==> src/rtl/queue_pkg.sv <==
`default_nettype none
// ============================================================================
//  Module   : queue_pkg
//  Purpose  : Shared types and constants for the teller scheduler slice:
//             FSM state encoding, default parameter values, popcount helper.
//  Revision : 1.0  initial release
// ============================================================================
package queue_pkg;

  // Hard upper bound on teller stations; tcount is sized for this.
  localparam int N_TELLERS_MAX     = 3;
  // Width of a teller index / round-robin pointer.
  localparam int IDX_W             = 2;
  localparam int CALL_GAP_DEFAULT  = 4;
  localparam int SVC_LIMIT_DEFAULT = 30;
  // Per-teller service counter width.
  localparam int SVC_W             = 8;

  typedef enum logic [1:0] {
    S_IDLE  = 2'd0,
    S_GRANT = 2'd1,
    S_HOLD  = 2'd2
  } state_t;

  // Number of set bits in a teller mask; cannot exceed 3 so 2 bits never wrap.
  function automatic logic [1:0] popcount3(input logic [N_TELLERS_MAX-1:0] v);
    logic [1:0] cnt;
    cnt = 2'd0;
    for (int i = 0; i < N_TELLERS_MAX; i++) begin
      cnt = cnt + 2'(v[i]);
    end
    return cnt;
  endfunction

endpackage
`default_nettype wire

==> src/rtl/rr_arbiter.sv <==
`default_nettype none
// ============================================================================
//  Module   : rr_arbiter
//  Purpose  : Combinational round-robin picker. Returns the first request bit
//             at or after ptr, searching cyclically, as a one-hot grant and an
//             index. The caller owns and advances ptr.
//  Revision : 1.0  initial release
// ============================================================================
module rr_arbiter
  import queue_pkg::*;
#(
  parameter int N = N_TELLERS_MAX
) (
  input  logic [N-1:0]     req,
  input  logic [IDX_W-1:0] ptr,
  output logic [N-1:0]     gnt,
  output logic [IDX_W-1:0] sel,
  output logic             any
);

  // Cyclic priority search starting at ptr; first hit wins.
  always_comb begin
    int pos;
    pos = 0;
    gnt = '0;
    sel = '0;
    any = 1'b0;
    for (int k = 0; k < N; k++) begin
      pos = int'(ptr) + k;
      if (pos >= N) begin
        pos = pos - N;
      end
      if (!any && req[IDX_W'(pos)]) begin
        any               = 1'b1;
        sel               = IDX_W'(pos);
        gnt[IDX_W'(pos)]  = 1'b1;
      end
    end
  end

endmodule
`default_nettype wire

==> src/rtl/teller_scheduler.sv <==
`default_nettype none
// ============================================================================
//  Module   : teller_scheduler
//  Purpose  : Calls waiting customers to free, open tellers in round-robin
//             order, pulsing dequeue into the person counter. Tracks per-teller
//             busy state and service time, flags overtime, and reports the
//             number of open tellers.
//  Revision : 1.0  initial release
// ============================================================================
module teller_scheduler
  import queue_pkg::*;
#(
  parameter int N_TELLERS = N_TELLERS_MAX,
  parameter int CALL_GAP  = CALL_GAP_DEFAULT,
  parameter int SVC_LIMIT = SVC_LIMIT_DEFAULT
) (
  input  logic                 clk,
  input  logic                 rst,
  input  logic                 empty,
  input  logic                 tick,
  input  logic [N_TELLERS-1:0] teller_en,
  input  logic [N_TELLERS-1:0] teller_done,
  output logic                 dequeue,
  output logic [N_TELLERS-1:0] grant,
  output logic [N_TELLERS-1:0] busy,
  output logic [N_TELLERS-1:0] overtime,
  output logic [1:0]           tcount
);

  // Hold counter only has to reach CALL_GAP-1.
  localparam int               HOLD_W    = (CALL_GAP > 1) ? $clog2(CALL_GAP) : 1;
  localparam logic [SVC_W-1:0] SVC_MAX   = SVC_W'(SVC_LIMIT);

  state_t               state_q,   state_d;
  logic [HOLD_W-1:0]    hold_q,    hold_d;
  logic [IDX_W-1:0]     ptr_q,     ptr_d;
  logic                 dequeue_q, dequeue_d;
  logic [N_TELLERS-1:0] grant_q,   grant_d;
  logic [N_TELLERS-1:0] busy_q,    busy_d;
  logic [N_TELLERS-1:0] ovt_q,     ovt_d;
  logic [1:0]           tcount_q,  tcount_d;
  logic [SVC_W-1:0]     svc_q [N_TELLERS];
  logic [SVC_W-1:0]     svc_d [N_TELLERS];

  logic [N_TELLERS-1:0] avail;
  logic [N_TELLERS-1:0] arb_gnt;
  logic [IDX_W-1:0]     arb_sel;
  logic                 arb_any;

  // Registered busy is used, so a done arriving this cycle is not yet visible.
  assign avail = teller_en & ~busy_q;

  rr_arbiter #(
    .N (N_TELLERS)
  ) u_rr_arbiter (
    .req (avail),
    .ptr (ptr_q),
    .gnt (arb_gnt),
    .sel (arb_sel),
    .any (arb_any)
  );

  // Next-state logic: call sequencing, busy bookkeeping, service timers.
  always_comb begin
    state_d   = state_q;
    hold_d    = hold_q;
    ptr_d     = ptr_q;
    dequeue_d = 1'b0;
    grant_d   = '0;
    // A done on an idle teller has nothing to clear, so masking is harmless.
    busy_d    = busy_q & ~teller_done;
    tcount_d  = popcount3(N_TELLERS_MAX'(teller_en));

    unique case (state_q)
      S_IDLE: begin
        if (!empty && arb_any) begin
          state_d = S_GRANT;
        end
      end
      S_GRANT: begin
        // Re-check: the counter may have drained or the teller gone away,
        // and a dequeue on an empty counter would underflow it.
        if (!empty && arb_any) begin
          dequeue_d = 1'b1;
          grant_d   = arb_gnt;
          busy_d    = busy_d | arb_gnt;
          ptr_d     = (int'(arb_sel) == N_TELLERS - 1) ? '0 : arb_sel + IDX_W'(1);
          hold_d    = HOLD_W'(CALL_GAP - 1);
          state_d   = S_HOLD;
        end else begin
          state_d   = S_IDLE;
        end
      end
      S_HOLD: begin
        if (hold_q == '0) begin
          state_d = S_IDLE;
        end else begin
          hold_d  = hold_q - HOLD_W'(1);
        end
      end
      default: begin
        state_d = S_IDLE;
      end
    endcase

    // Service time only accrues for a customer already being served, so a
    // tick in the grant cycle is not charged to the newcomer.
    for (int i = 0; i < N_TELLERS; i++) begin
      if (!busy_q[i] || teller_done[i]) begin
        svc_d[i] = '0;
      end else if (tick && (svc_q[i] != SVC_MAX)) begin
        svc_d[i] = svc_q[i] + SVC_W'(1);
      end else begin
        svc_d[i] = svc_q[i];
      end
      ovt_d[i] = (svc_d[i] == SVC_MAX);
    end
  end

  // State and registered outputs; reset overrides everything.
  always_ff @(posedge clk) begin
    if (rst) begin
      state_q   <= S_IDLE;
      hold_q    <= '0;
      ptr_q     <= '0;
      dequeue_q <= 1'b0;
      grant_q   <= '0;
      busy_q    <= '0;
      ovt_q     <= '0;
      tcount_q  <= 2'd0;
      for (int i = 0; i < N_TELLERS; i++) begin
        svc_q[i] <= '0;
      end
    end else begin
      state_q   <= state_d;
      hold_q    <= hold_d;
      ptr_q     <= ptr_d;
      dequeue_q <= dequeue_d;
      grant_q   <= grant_d;
      busy_q    <= busy_d;
      ovt_q     <= ovt_d;
      tcount_q  <= tcount_d;
      for (int i = 0; i < N_TELLERS; i++) begin
        svc_q[i] <= svc_d[i];
      end
    end
  end

  assign dequeue  = dequeue_q;
  assign grant    = grant_q;
  assign busy     = busy_q;
  assign overtime = ovt_q;
  assign tcount   = tcount_q;

endmodule
`default_nettype wire

==> config.mk <==
export PLATFORM = sky130hd
export DESIGN_NAME = teller_scheduler
export DESIGN_NICKNAME = d
export VERILOG_FILES = /design/src/rtl/queue_pkg.sv /design/src/rtl/rr_arbiter.sv /design/src/rtl/teller_scheduler.sv
export SDC_FILE = /design/constraint.sdc
export NUM_CORES = 1
export LEC_CHECK = 0
export ABC_AREA = 0
export ABC_CLOCK_PERIOD_IN_PS = 3400
export BUFFER_PORTS_ARGS = -buffer_cell sky130_fd_sc_hd__buf_2
export CORE_UTILIZATION = 25
export CTS_BUF_LIST = sky130_fd_sc_hd__clkbuf_16
export DETAILED_ROUTE_END_ITERATION = 10
export HOLD_SLACK_MARGIN = 0.02
export PLACE_DENSITY = 0.43
export SETUP_SLACK_MARGIN = 0.1
export SYNTH_ARGS = -nofsm -noshare
export SYNTH_HDL_FRONTEND = slang
export SYNTH_SLANG_ARGS = --single-unit
==> constraint.sdc <==
create_clock -name clk -period 3.4 [get_ports clk]
set_input_delay 0.68 -clock clk [delete_from_list [all_inputs] [get_ports clk]]
set_output_delay 0.68 -clock clk [all_outputs]
set_load 0.03 [all_outputs]
==> impl_metrics.ini <==
[yosys]
syn_nets = 316
ys_warn_count = 0
synth_top_area_share_pct = 35.3
synth_edf_count = 0
synth-seq-cells = 42
synthArstFlopShare_pct = 0
ys.flop_type = dfxtp_1
netlist_top_cells_area = dfxtp_1 35%, ha_1 7.4%, nor2_1 5.4%, a21oi_1 4.0%, nand2_1 3.3%
synth.distinct_cells = 61
synth.yosys.seq_area_share_pct = 35.3
synth_area_leader_cell = dfxtp_1
syn-cell-area_um2 = 2380
postSynthCellCount = 291
syn_area_per_cell_um2 = 8.17

[detailed_routing]
drcViolationCount = 0
post_drt_wl_per_cell_um = 12.1
dr.pass1.iters = 4
first_iter_violations = 34
vias = 2014
postRouteAntennaNets = 0
drt-total-wl_um = 5260
viasPerCell = 4.64

[final_layout]
area_growth_pct = 15.3
design_area_um2 = 2740
layout_commonest_cell = dfxtp_1
layout_common_cells = 42 x dfxtp_1, 34 x nor2_1, 21 x nand2_1, 21 x buf_2, 19 x a21oi_1
n_fill_cell = 986
final_cells = 434
final_layout_size_suffix_gt1_share_pct = 12.8
n_antenna_cell = 0
nNetsFinal = 330

[clocking]
post_cts_buffers = 0
insertion_delay_ns = 0.28
ctsResizeCount = 0
ctsHoldBuffers = 0
ctsRootBufferMaster = clkbuf_16
cts_sinks = 42
numCtsBuffers = 5
cts_tree = yes
htreeDepth = 2
clk_pin_slew_ns = 0.06
ctsLongestPathBuffers = 2

[sta]
setup_viol = 0
fin_hold_ws_ns = 0.475
rsz0062_at_grt = no
post-route-min-period_ns = 2.52
clock.fmax_mhz = 397
slew_viol_final = 0
maxSlewHeadroom_pct = 60.3
finClkSkew_ns = 0.00408
period_share_pct = 74.0
worstMarginPinSlew_ns = 0.592
finalSetupTns_ns = 0
hold_viol = 0

[global_routing]
antenna_found_initial = 0
grt_pass1_vias = 1890
grt_max_degree = 18
grt-ovfl-total = 0
track_usage_pct = 11.0
grt_pass1_wl_um = 8800

[worst_setup_path]
cp_max_fo = 14
critPathKind = flop to flop
worstPathRequired_ns = 3.59
path_cells = inv_1 -> ha_1 -> nor3_1 -> a21oi_1 -> nor2_1 -> or4_4 -> a221o_1 -> a211oi_1
reg2reg_slack_ns = 0.88
timing.rr.end = hold_q[1]$_SDFFE_PP0P_
reg2reg_depth = 8
critPathBufInv = 1
critPathSlowestCell = ha_1
slowest_delay_ns = 0.55
path_delay_family = compound AO/OA/AOI/OAI gates
crit_path_end_kind = flop
worst-endpoint-arrival_ns = 2.70
cp.depth = 8
startpoint_type = flop
r2r-start = ptr_q[0]$_SDFFE_PP0P_

[place]
portBuffers = 21
place_congestion = 0.724
placed_cells = 427
placed_area_um2 = 2580
place_hpwl_um = 3910

[worst_hold_path]
hold_end = hold_q[1]$_SDFFE_PP0P_
holdPathStages = 2
min_path_type = flop to flop
hold_start = hold_q[1]$_SDFFE_PP0P_

[floorplanning]
die_w_um = 99.5
num_rows = 35
die_y_um = 99.5
core-area_um2 = 9240
ios = 22
start_util_pct = 25.7
dieArea_um2 = 9910

[power]
power.share.combinational_pct = 10.5
intPower_uw = 888
seqPwrFrac_pct = 44.2
clkPwrFrac_pct = 45.3
switching_share_pct = 23.0
p_leak_uw = 0.00102
peakVddDrop_v = 0.000253
power_uw = 1150
p_switching_uw = 266
power_density_nw_per_um2 = 421

[run_status]
status = complete, no violations

[job]
drv_cap = 0
## area by class of cell
class / instances / area, µm² / area share, %
inverter: 14 / 52.6 / 1.92
timing repair buffer: 21 / 105 / 3.83
multi-input combinational: 221 / 1420 / 51.9
tap: 129 / 161 / 5.89
sequential: 42 / 841 / 30.7
clock buffer: 5 / 125 / 4.56
clock inverter: 2 / 33.8 / 1.23
## registers in the layout (all words and copies together), names as in the netlist
register / count
hold_q: 2
svc_q: 24
overtime: 3
grant: 3
dequeue: 1
ptr_q: 2
tcount: 2
busy: 3
state_q: 2
## through the flow
step                      utilization, %  worst slack, ns
after floorplan                        -             1.18
after global placement              27.9            0.928
after detailed placement            27.9            0.833
after CTS                           29.7            0.890
after global routing                29.7            0.634
final                               29.7            0.884
## layer usage
| layer | up-vias | GRT usage [%] | share of wire [%] |
|---|---|---|---|
| met1 | 936 | 13.9 | 50 |
| met4 | 0 | 3.96 | 0.70 |
| met3 | 2 | 3.02 | 3.9 |
| met5 | - | 0 | 0 |
| li1 | 1052 | - | - |
| met2 | 24 | 18.0 | 46 |
## logic make-up (layout without fill, tap and decap cells)
kind of cell | Yosys count | after routing | synth area share (%)
adders and majority gates | 15 | 15 | 8.21
AOI/OAI and AO/OA | 60 | 60 | 16.1
muxes | 2 | 2 | 0.894
and+or+nand+nor | 131 | 131 | 29.8
DFF | 42 | 42 | 35.3
buffers and inverters | 28 | 42 | 4.84
xor gates and xnor gates | 13 | 13 | 4.79
## worst max-delay path by stage
| stage | from | to | slack [ns] |
|---|---|---|---|
| floorplan | teller_en[1] | hold_q[0]$_SDFFE_PP0P_ | 1.18 |
| global placement | teller_en[1] | hold_q[0]$_SDFFE_PP0P_ | 0.93 |
| detailed placement | teller_en[1] | hold_q[1]$_SDFFE_PP0P_ | 0.83 |
| CTS | ptr_q[0]$_SDFFE_PP0P_ | hold_q[1]$_SDFFE_PP0P_ | 0.89 |
| global route | ptr_q[0]$_SDFFE_PP0P_ | busy[1]$_SDFF_PP0_ | 0.63 |
| finish | ptr_q[0]$_SDFFE_PP0P_ | hold_q[1]$_SDFFE_PP0P_ | 0.88 |
## worst min-delay path, cell delays in order, from the launching register on
cell and delay [ns]:
dfxtp_1 0.30, inv_1 0.06, a211oi_1 0.06
## Yosys cell counts (2+ instances only)
| cell type | number |
|---|---|
| a211oi_1 | 6 |
| a21oi_1 | 19 |
| a31oi_1 | 5 |
| and3_1 | 3 |
| buf_1 | 2 |
| buf_2 | 2 |
| clkbuf_1 | 9 |
| dfxtp_1 | 42 |
| ha_1 | 14 |
| inv_1 | 14 |
| nand2_1 | 21 |
| nand2b_1 | 4 |
| nand3_1 | 13 |
| nand3b_1 | 2 |
| nand4_1 | 5 |
| nor2_1 | 34 |
| nor2b_1 | 6 |
| nor3_1 | 13 |
| nor3b_1 | 3 |
| nor4b_1 | 2 |
| o2111ai_1 | 2 |
| o21a_1 | 2 |
| o21ai_0 | 11 |
| o21ai_2 | 2 |
| o22ai_1 | 2 |
| or2_2 | 2 |
| or3_1 | 5 |
| or4_1 | 2 |
| xnor2_1 | 5 |
| xor2_1 | 8 |
## power by group through the flow
| stage | logic, µW | clock network (µW) | registers (µW) |
|---|---|---|---|
| after floorplan | 85.3 | 0 | 527 |
| after global placement | 121 | 0 | 521 |
| after detailed placement | 121 | 0 | 521 |
| after CTS | 121 | 540 | 510 |
| after global routing | 136 | 560 | 511 |
| final | 121 | 523 | 510 |
No activity file was read; power rests on OpenSTA's default activity.
